[src/rtl/pipe_hazard_ctrl.sv]
// Pipeline sequencing controller for the 5-stage RV32I core.
// Load-use stall, branch flush, memory freeze, perf counters and timeout.
module pipe_hazard_ctrl #(
   parameter int unsigned MEM_TIMEOUT = 255,
   parameter int unsigned CNT_W       = 32
) (
   input  logic             clk,
   input  logic             rst_n,
   input  logic [4:0]       id_rs1,
   input  logic [4:0]       id_rs2,
   input  logic             id_use_rs1,
   input  logic             id_use_rs2,
   input  logic [4:0]       id_rd,
   input  logic             id_wr_reg_n,
   input  logic             id_is_load,
   input  logic             ex_br_taken,
   input  logic             mem_req,
   input  logic             mem_ack,
   output logic             pc_we,
   output logic             if_id_we,
   output logic             if_id_flush,
   output logic             id_ex_we,
   output logic             id_ex_bubble,
   output logic             ex_mem_we,
   output logic             mem_timeout,
   output logic [CNT_W-1:0] stall_cnt,
   output logic [CNT_W-1:0] flush_cnt
);

   typedef enum logic [1:0] {
      RUN,
      LD_STALL,
      MEM_WAIT
   } state_e;

   localparam logic [CNT_W-1:0] CNT_ONE = {{(CNT_W-1){1'b0}}, 1'b1};

   state_e           state_q, state_d;
   logic [4:0]       ex_rd_q, ex_rd_d;
   logic             ex_wr_q, ex_wr_d;
   logic             ex_load_q, ex_load_d;
   logic [15:0]      wait_cnt_q, wait_cnt_d;
   logic             timeout_q, timeout_d;
   logic [CNT_W-1:0] stall_cnt_q, stall_cnt_d;
   logic [CNT_W-1:0] flush_cnt_q, flush_cnt_d;

   logic memw, lu, rs_hit;
   logic do_br, do_lu, do_run;

   always_comb begin
      memw   = mem_req & ~mem_ack;
      rs_hit = (id_use_rs1 & (id_rs1 == ex_rd_q))
             | (id_use_rs2 & (id_rs2 == ex_rd_q));
      lu     = ex_load_q & ex_wr_q & (ex_rd_q != 5'd0) & rs_hit;
      do_br  = ~memw & ex_br_taken;
      do_lu  = ~memw & ~ex_br_taken & lu;
      do_run = ~memw & ~ex_br_taken & ~lu;
   end

   always_comb begin
      pc_we        = 1'b0;
      if_id_we     = 1'b0;
      if_id_flush  = 1'b0;
      id_ex_we     = 1'b0;
      id_ex_bubble = 1'b0;
      ex_mem_we    = 1'b0;
      state_d      = state_q;
      ex_rd_d      = ex_rd_q;
      ex_wr_d      = ex_wr_q;
      ex_load_d    = ex_load_q;
      wait_cnt_d   = 16'd0;
      timeout_d    = timeout_q;
      flush_cnt_d  = flush_cnt_q;

      unique case (1'b1)
         memw: begin
            state_d = MEM_WAIT;
            if (state_q != MEM_WAIT)
               wait_cnt_d = 16'd1;
            else if (wait_cnt_q == 16'hFFFF)
               wait_cnt_d = wait_cnt_q;
            else
               wait_cnt_d = wait_cnt_q + 16'd1;
            if (32'(wait_cnt_d) >= MEM_TIMEOUT)
               timeout_d = 1'b1;
         end
         do_br: begin
            pc_we        = 1'b1;
            if_id_we     = 1'b1;
            if_id_flush  = 1'b1;
            id_ex_we     = 1'b1;
            id_ex_bubble = 1'b1;
            ex_mem_we    = 1'b1;
            ex_rd_d      = 5'd0;
            ex_wr_d      = 1'b0;
            ex_load_d    = 1'b0;
            state_d      = RUN;
            flush_cnt_d  = flush_cnt_q + CNT_ONE;
         end
         do_lu: begin
            id_ex_we     = 1'b1;
            id_ex_bubble = 1'b1;
            ex_mem_we    = 1'b1;
            ex_rd_d      = 5'd0;
            ex_wr_d      = 1'b0;
            ex_load_d    = 1'b0;
            state_d      = LD_STALL;
         end
         do_run: begin
            pc_we     = 1'b1;
            if_id_we  = 1'b1;
            id_ex_we  = 1'b1;
            ex_mem_we = 1'b1;
            ex_rd_d   = id_rd;
            ex_wr_d   = ~id_wr_reg_n;
            ex_load_d = id_is_load;
            state_d   = RUN;
         end
         default: ;
      endcase

      // Reset forces a bubble into ID/EX and freezes everything else.
      if (!rst_n) begin
         pc_we        = 1'b0;
         if_id_we     = 1'b0;
         if_id_flush  = 1'b1;
         id_ex_we     = 1'b1;
         id_ex_bubble = 1'b1;
         ex_mem_we    = 1'b0;
      end

      stall_cnt_d = stall_cnt_q;
      if (!pc_we)
         stall_cnt_d = stall_cnt_q + CNT_ONE;
   end

   always_ff @(posedge clk or negedge rst_n) begin
      if (!rst_n) begin
         state_q     <= RUN;
         ex_rd_q     <= 5'd0;
         ex_wr_q     <= 1'b0;
         ex_load_q   <= 1'b0;
         wait_cnt_q  <= 16'd0;
         timeout_q   <= 1'b0;
         stall_cnt_q <= '0;
         flush_cnt_q <= '0;
      end else begin
         state_q     <= state_d;
         ex_rd_q     <= ex_rd_d;
         ex_wr_q     <= ex_wr_d;
         ex_load_q   <= ex_load_d;
         wait_cnt_q  <= wait_cnt_d;
         timeout_q   <= timeout_d;
         stall_cnt_q <= stall_cnt_d;
         flush_cnt_q <= flush_cnt_d;
      end
   end

   assign mem_timeout = timeout_q;
   assign stall_cnt   = stall_cnt_q;
   assign flush_cnt   = flush_cnt_q;

endmodule

[config.mk]
export PLATFORM = sky130hd
export DESIGN_NAME = pipe_hazard_ctrl
export DESIGN_NICKNAME = d
export VERILOG_FILES = /design/src/rtl/pipe_hazard_ctrl.sv
export SDC_FILE = /design/constraint.sdc
export NUM_CORES = 1
export LEC_CHECK = 0
export ABC_AREA = 1
export CORE_MARGIN = 4
export CORE_UTILIZATION = 30
export DETAILED_ROUTE_END_ITERATION = 10
export GPL_ROUTABILITY_DRIVEN = 0
export HOLD_SLACK_MARGIN = 0.15
export RECOVER_POWER = 50
export SYNTH_ARGS = -nofsm -noshare
export SYNTH_HDL_FRONTEND = slang
export SYNTH_SLANG_ARGS = --single-unit
[constraint.sdc]
create_clock -name clk -period 1.9 [get_ports clk]
set_input_delay 0.38 -clock clk [delete_from_list [all_inputs] [get_ports clk]]
set_output_delay 0.38 -clock clk [all_outputs]
set_load 0.03 [all_outputs]
# [Word level (Yosys, flattened, before mapping)]
# Cells that the tools add are included.
[classes] add_sub_neg=3 magnitude_cmp=1 n_eq_ne=4 n_mux=17 bitwise_logic=16 n_reduce_logical=7
[op_table] op="32-bit by 1-bit adder with 32-bit output (second input constant)" n=2
[op_table] op="16-bit 2-to-1 mux" n=4
[op_table] op="16-bit by 1-bit adder with 16-bit output (second input constant)" n=1
[op_table] op="16-bit == test (second input constant)" n=1
[op_table] op="16-bit by 8-bit >= comparator with 1-bit output (second input constant)" n=1
[op_table] op="1-bit AND" n=10
[op_table] op="5-bit == test" n=2
[op_table] op="5-bit one-hot mux with 2 select lines" n=1
[op_table] op="1-bit 2-to-1 mux" n=9
[op_table] op="2-bit one-hot mux with 3 select lines" n=1
[op_table] op="1-bit NOT" n=5
[op_table] op="5-bit nonzero test" n=1
[op_table] op="1-bit one-hot mux with 2 select lines" n=2
[op_table] op="2-bit OR reduction" n=2
[op_table] op="3-bit nonzero test" n=1
[op_table] op="3-bit OR reduction" n=1
[op_table] op="2-bit != test (second input constant)" n=1
[op_table] op="2-bit AND reduction" n=1
[op_table] op="2-bit nonzero test" n=1
[op_table] op="1-bit OR" n=1
[word_totals] regBits=90 inputBits=24 out_inout_bits=71 word_cells=56

# [Longest topological paths before layout]
[depth] depth_word=9 depth_mapped=14 depth_no_buf=14

# [Worst setup path after synthesis]
# OpenSTA, ideal clock, no wires.
[synth_timing] kind="in2out" start="input mem_ack" end="output pc_we" t_arrival_ns=1.657 required_time_ns=1.520 slack_ns=-0.137 stages=9 path_buffers=3 cell_sequence="inv_1 nand2_2 buf_2 inv_2 nor2_2 nand2_2 buf_2 inv_1 buf_4"
[synth_via] elab_chain_len=8 elab_cells_between_ends=9 cone_classes="mux (2); bitwise (6); reduce/logical (1)"
[synth_lines] item="start, declared" line="18" text="input logic mem_ack,"
[synth_lines] item="1-bit NOT (*)" line="51" text="memw = mem_req & ~mem_ack;"
[synth_lines] item="1-bit AND (*)" line="51"
[synth_lines] item="1-bit NOT (*)" line="55, 57"
[synth_lines] item="1-bit AND (2 in a row)" line="57" text="do_run = ~memw & ~ex_br_taken & ~lu;"
[synth_lines] item="2-bit OR reduction (no source line) (*)"
[synth_lines] item="1-bit 2-to-1 mux (*) (2 in a row)"
[synth_lines] item="end, declared" line="19" text="output logic pc_we,"
# Every way passes the cells marked *; elsewhere a longest branch is shown, timed or not.

# [Final worst setup path]
[layout_timing] start="input id_rs1[3]" end="output pc_we"
[layout_via] elab_chain_len=9
[layout_lines] item="start, declared" line="9" text="input logic [4:0] id_rs1,"
[layout_lines] item="5-bit == test" line="52" text="rs_hit = (id_use_rs1 & (id_rs1 == ex_rd_q))"
[layout_lines] item="1-bit AND" line="52"
[layout_lines] item="1-bit OR" line="53" text="| (id_use_rs2 & (id_rs2 == ex_rd_q));"
[layout_lines] item="1-bit AND" line="54" text="lu = ex_load_q & ex_wr_q & (ex_rd_q != 5'd0) & rs_hit;"
[layout_lines] item="1-bit NOT" line="57"
[layout_lines] item="1-bit AND" line="57"
[layout_lines] item="2-bit OR reduction (no source line)"
[layout_lines] item="1-bit 2-to-1 mux" line="75" text="unique case (1'b1)"
[layout_lines] item="1-bit 2-to-1 mux" line="123" text="if (!rst_n) begin"
# Every way passes these cells.

==> metrics.yaml <==
pwr-share-seq_pct: 43.3
fin_ws_ps: -287
hold_buffers: 0
r2r_start: "wait_cnt_q[0]"
crit_fanout: 2
io_pins: 95
final_cell_mix: "nand2_1, dfrtp_1, nand3_1"
synthTopCellsByArea: "dfrtp_1, nand2_1, nand3_1"
fin_crit_ps: 2190
io_buffers: 94
netlist_instances: 706
rows: 48
grt_usage_pct: 15.0
tightest_slew_ps: 1240
synth_cell_types: 33
vias: 4958
crit_type: "input pin to output pin"
wl_um: 14600
drc: 0
cp-start-kind: "input pin"
wl_per_cell_um: 13.5
place_ws_ps: -404
reg2reg_to: "mem_timeout"
vdd_ir_drop_max_mv: 0.484
synthesis.area_sq_um: 5330
combPwrFrac_pct: 19.8
syn_avg_cell_area_sq_um: 7.54
maxCapViolCount: 0
min_path_type: "input pin to asynchronous set/reset pin"
rr_worst_depth: 13
first_iter_violations: 323
overflow: 0
clock_sinks: 90
hold_violations: 0
worst_ep_required_time_ps: 1520
outcome: "finished, violations left"
dieArea_sq_um: 19900
cp-end-kind: "output pin"
synth_seq_area_share_pct: 42.3
dp.cells: 1062
cts_tree: "built"
finalSetupTns_ps: -1880
grt_max_degree: 91
clk_pin_slew_worst_paths_ps: 60
htree_levels: 3
synth_top_area_share_pct: 42.3
leakagePower_nw: 3.65
finalMaxSlewViolations: 0
cts_buffer_depth: 2
antenna_found_initial: 0
synth_warnings: 0
arrival_ps: 1810
coreArea_sq_um: 17400
ys.flop_type: "dfrtp_1"
pwr-share-clk_pct: 36.9
cts_buffers: 9
synth_edf_count: 0
violations: "negative setup slack"
ys_seq_elements: 90
die_height_um: 141
dr.pass1.iters: 6
switching_share_pct: 30.7
skew_ps: 7.13
area_growth_pct: 34.1
min_period_over_period_pct: 115
root_buffer: "clkbuf_16"
setup_viol: 19
max_freq_mhz: 457
syn_nets: 733
p_sw_mw: 1.61
antennaDiodeCount: 0
die_w_um: 141
intPower_mw: 3.64
initial_core_util_pct: 30.7
worstSkewPairLatency_ps: 340
stdcell_count: 1080
post-dp-hpwl_um: 10900
final_common_cell: "nand2_1"
grt_pass1_vias: 4878
yosysTopAreaCell: "dfrtp_1"
power_density_nw_per_um2: 735
fin_util_pct: 41.1
slew_headroom_pct: 17.4
avgViaCountPerCell: 4.59
async_flop_share_pct: 100
drive_gt1_share_pct: 13.0
grt_first_pass_wirelength_um: 24500
drtAntennaViolNets: 0
rsz0062_at_grt: "yes"
r2r_slack_ps: -130
num-nets-final: 877
-- area by class of cell --
cell class | instances | area, sq um
inverters | 65 | 250
repair buffers | 148 | 1270
multi-input cells | 536 | 2760
well taps | 225 | 282
flip-flops and latches | 90 | 2250
clock inverters | 5 | 77.6
fillers | 1773 | 10200
clock buffers | 11 | 243
-- sequential cells by signal, indices dropped and copies added, names as in the netlist --
register     cells
wait_cnt_q      16
stall_cnt       32
flush_cnt       32
mem_timeout      1
ex_rd_q          5
ex_load_q        1
state_q          2
ex_wr_q          1
-- kinds of logic (layout without fill, tap and decap cells) --
family | count (synthesis) | in the layout | share of synthesized area [%]
buffers and inverters | 80 | 229 | 5.99
adder cells (fa/ha/maj) | 3 | 3 | 0.705
flip-flops | 90 | 90 | 42.3
AO/OA/AOI/OAI | 19 | 19 | 1.95
AND/OR/NAND/NOR | 447 | 447 | 38.0
XOR/XNOR | 67 | 67 | 11.0
-- through the flow --
stage	power [mW]	hold WS [ps]	cell area, sq um
after global placement	3.42	444	6860
after floorplan	2.88	84.4	5340
after global routing	5.50	473	7140
after CTS	5.34	164	7200
final	5.24	451	7140
after detailed placement	3.43	451	6860
-- metal layers --
| layer | global-route usage (%) | share of wire (%) | vias up | routed length, um |
|---|---|---|---|---|
| met5 | 0 | 0 | - | 0 |
| met2 | 22.7 | 44 | 124 | 6400 |
| met4 | 3.47 | 1.2 | 0 | 172 |
| met3 | 3.56 | 5.3 | 13 | 778 |
| li1 | - | - | 2532 | - |
| met1 | 21.7 | 50 | 2289 | 7240 |
-- synthesized netlist by cell type, types with 2 or more instances --
master	count
buf_2	6
nand2_2	8
nor2_1	81
nand4_1	17
xor2_1	40
nand3b_1	4
nand3_4	2
buf_1	2
nor3_1	20
nand3_1	80
nor2_2	7
nor4_1	4
clkbuf_1	5
a21oi_1	3
inv_1	58
a211oi_1	2
inv_2	7
dfrtp_1	90
o21ai_0	12
xnor2_1	27
nand2_1	212
nor3_4	3
ha_1	3
nand3_2	4
-- how the worst max path moves through the flow --
| stage | start | end | slack (ps) | cells past startpoint |
|---|---|---|---|---|
| final | id_rs1[3] | pc_we | -290 | 9 |
| after global routing | ex_rd_q[3] | if_id_we | -400 | 9 |
| after CTS | ex_rd_q[3] | pc_we | -360 | 10 |
| after detailed placement | id_rs2[3] | pc_we | -400 | 9 |
| after global placement | id_rs1[0] | pc_we | -390 | 11 |
| after floorplan | ex_rd_q[3] | pc_we | -90 | 10 |
-- power groups by stage --
stage | sequential, mW | combinational, mW | clock (mW)
3_5_place_dp | 2.30 | 1.13 | 0
6_report | 2.27 | 1.04 | 1.93
3_3_place_gp | 2.31 | 1.11 | 0
5_1_grt | 2.29 | 1.14 | 2.06
2_1_floorplan | 2.49 | 0.394 | 0
4_1_cts | 2.27 | 1.08 | 1.98
-- critical path, cell delays in order --
cell and delay, ps:
clkdlybuf4s50_1 490, nor2_2 50, a211oi_2 200, nand4_1 120, nand2_2 120, nand3_4 100, nand2_4 100, clkinvlp_4 100
buf_6 140
-- repair_timing --
item                       4_1_cts  5_1_grt
setup endpoints to repair       31       58
setup buffers                    2        0
resized for setup               37       36
pin swaps                        7        6
hold endpoints to repair         0        0
Power figures use the tool's default switching activity.
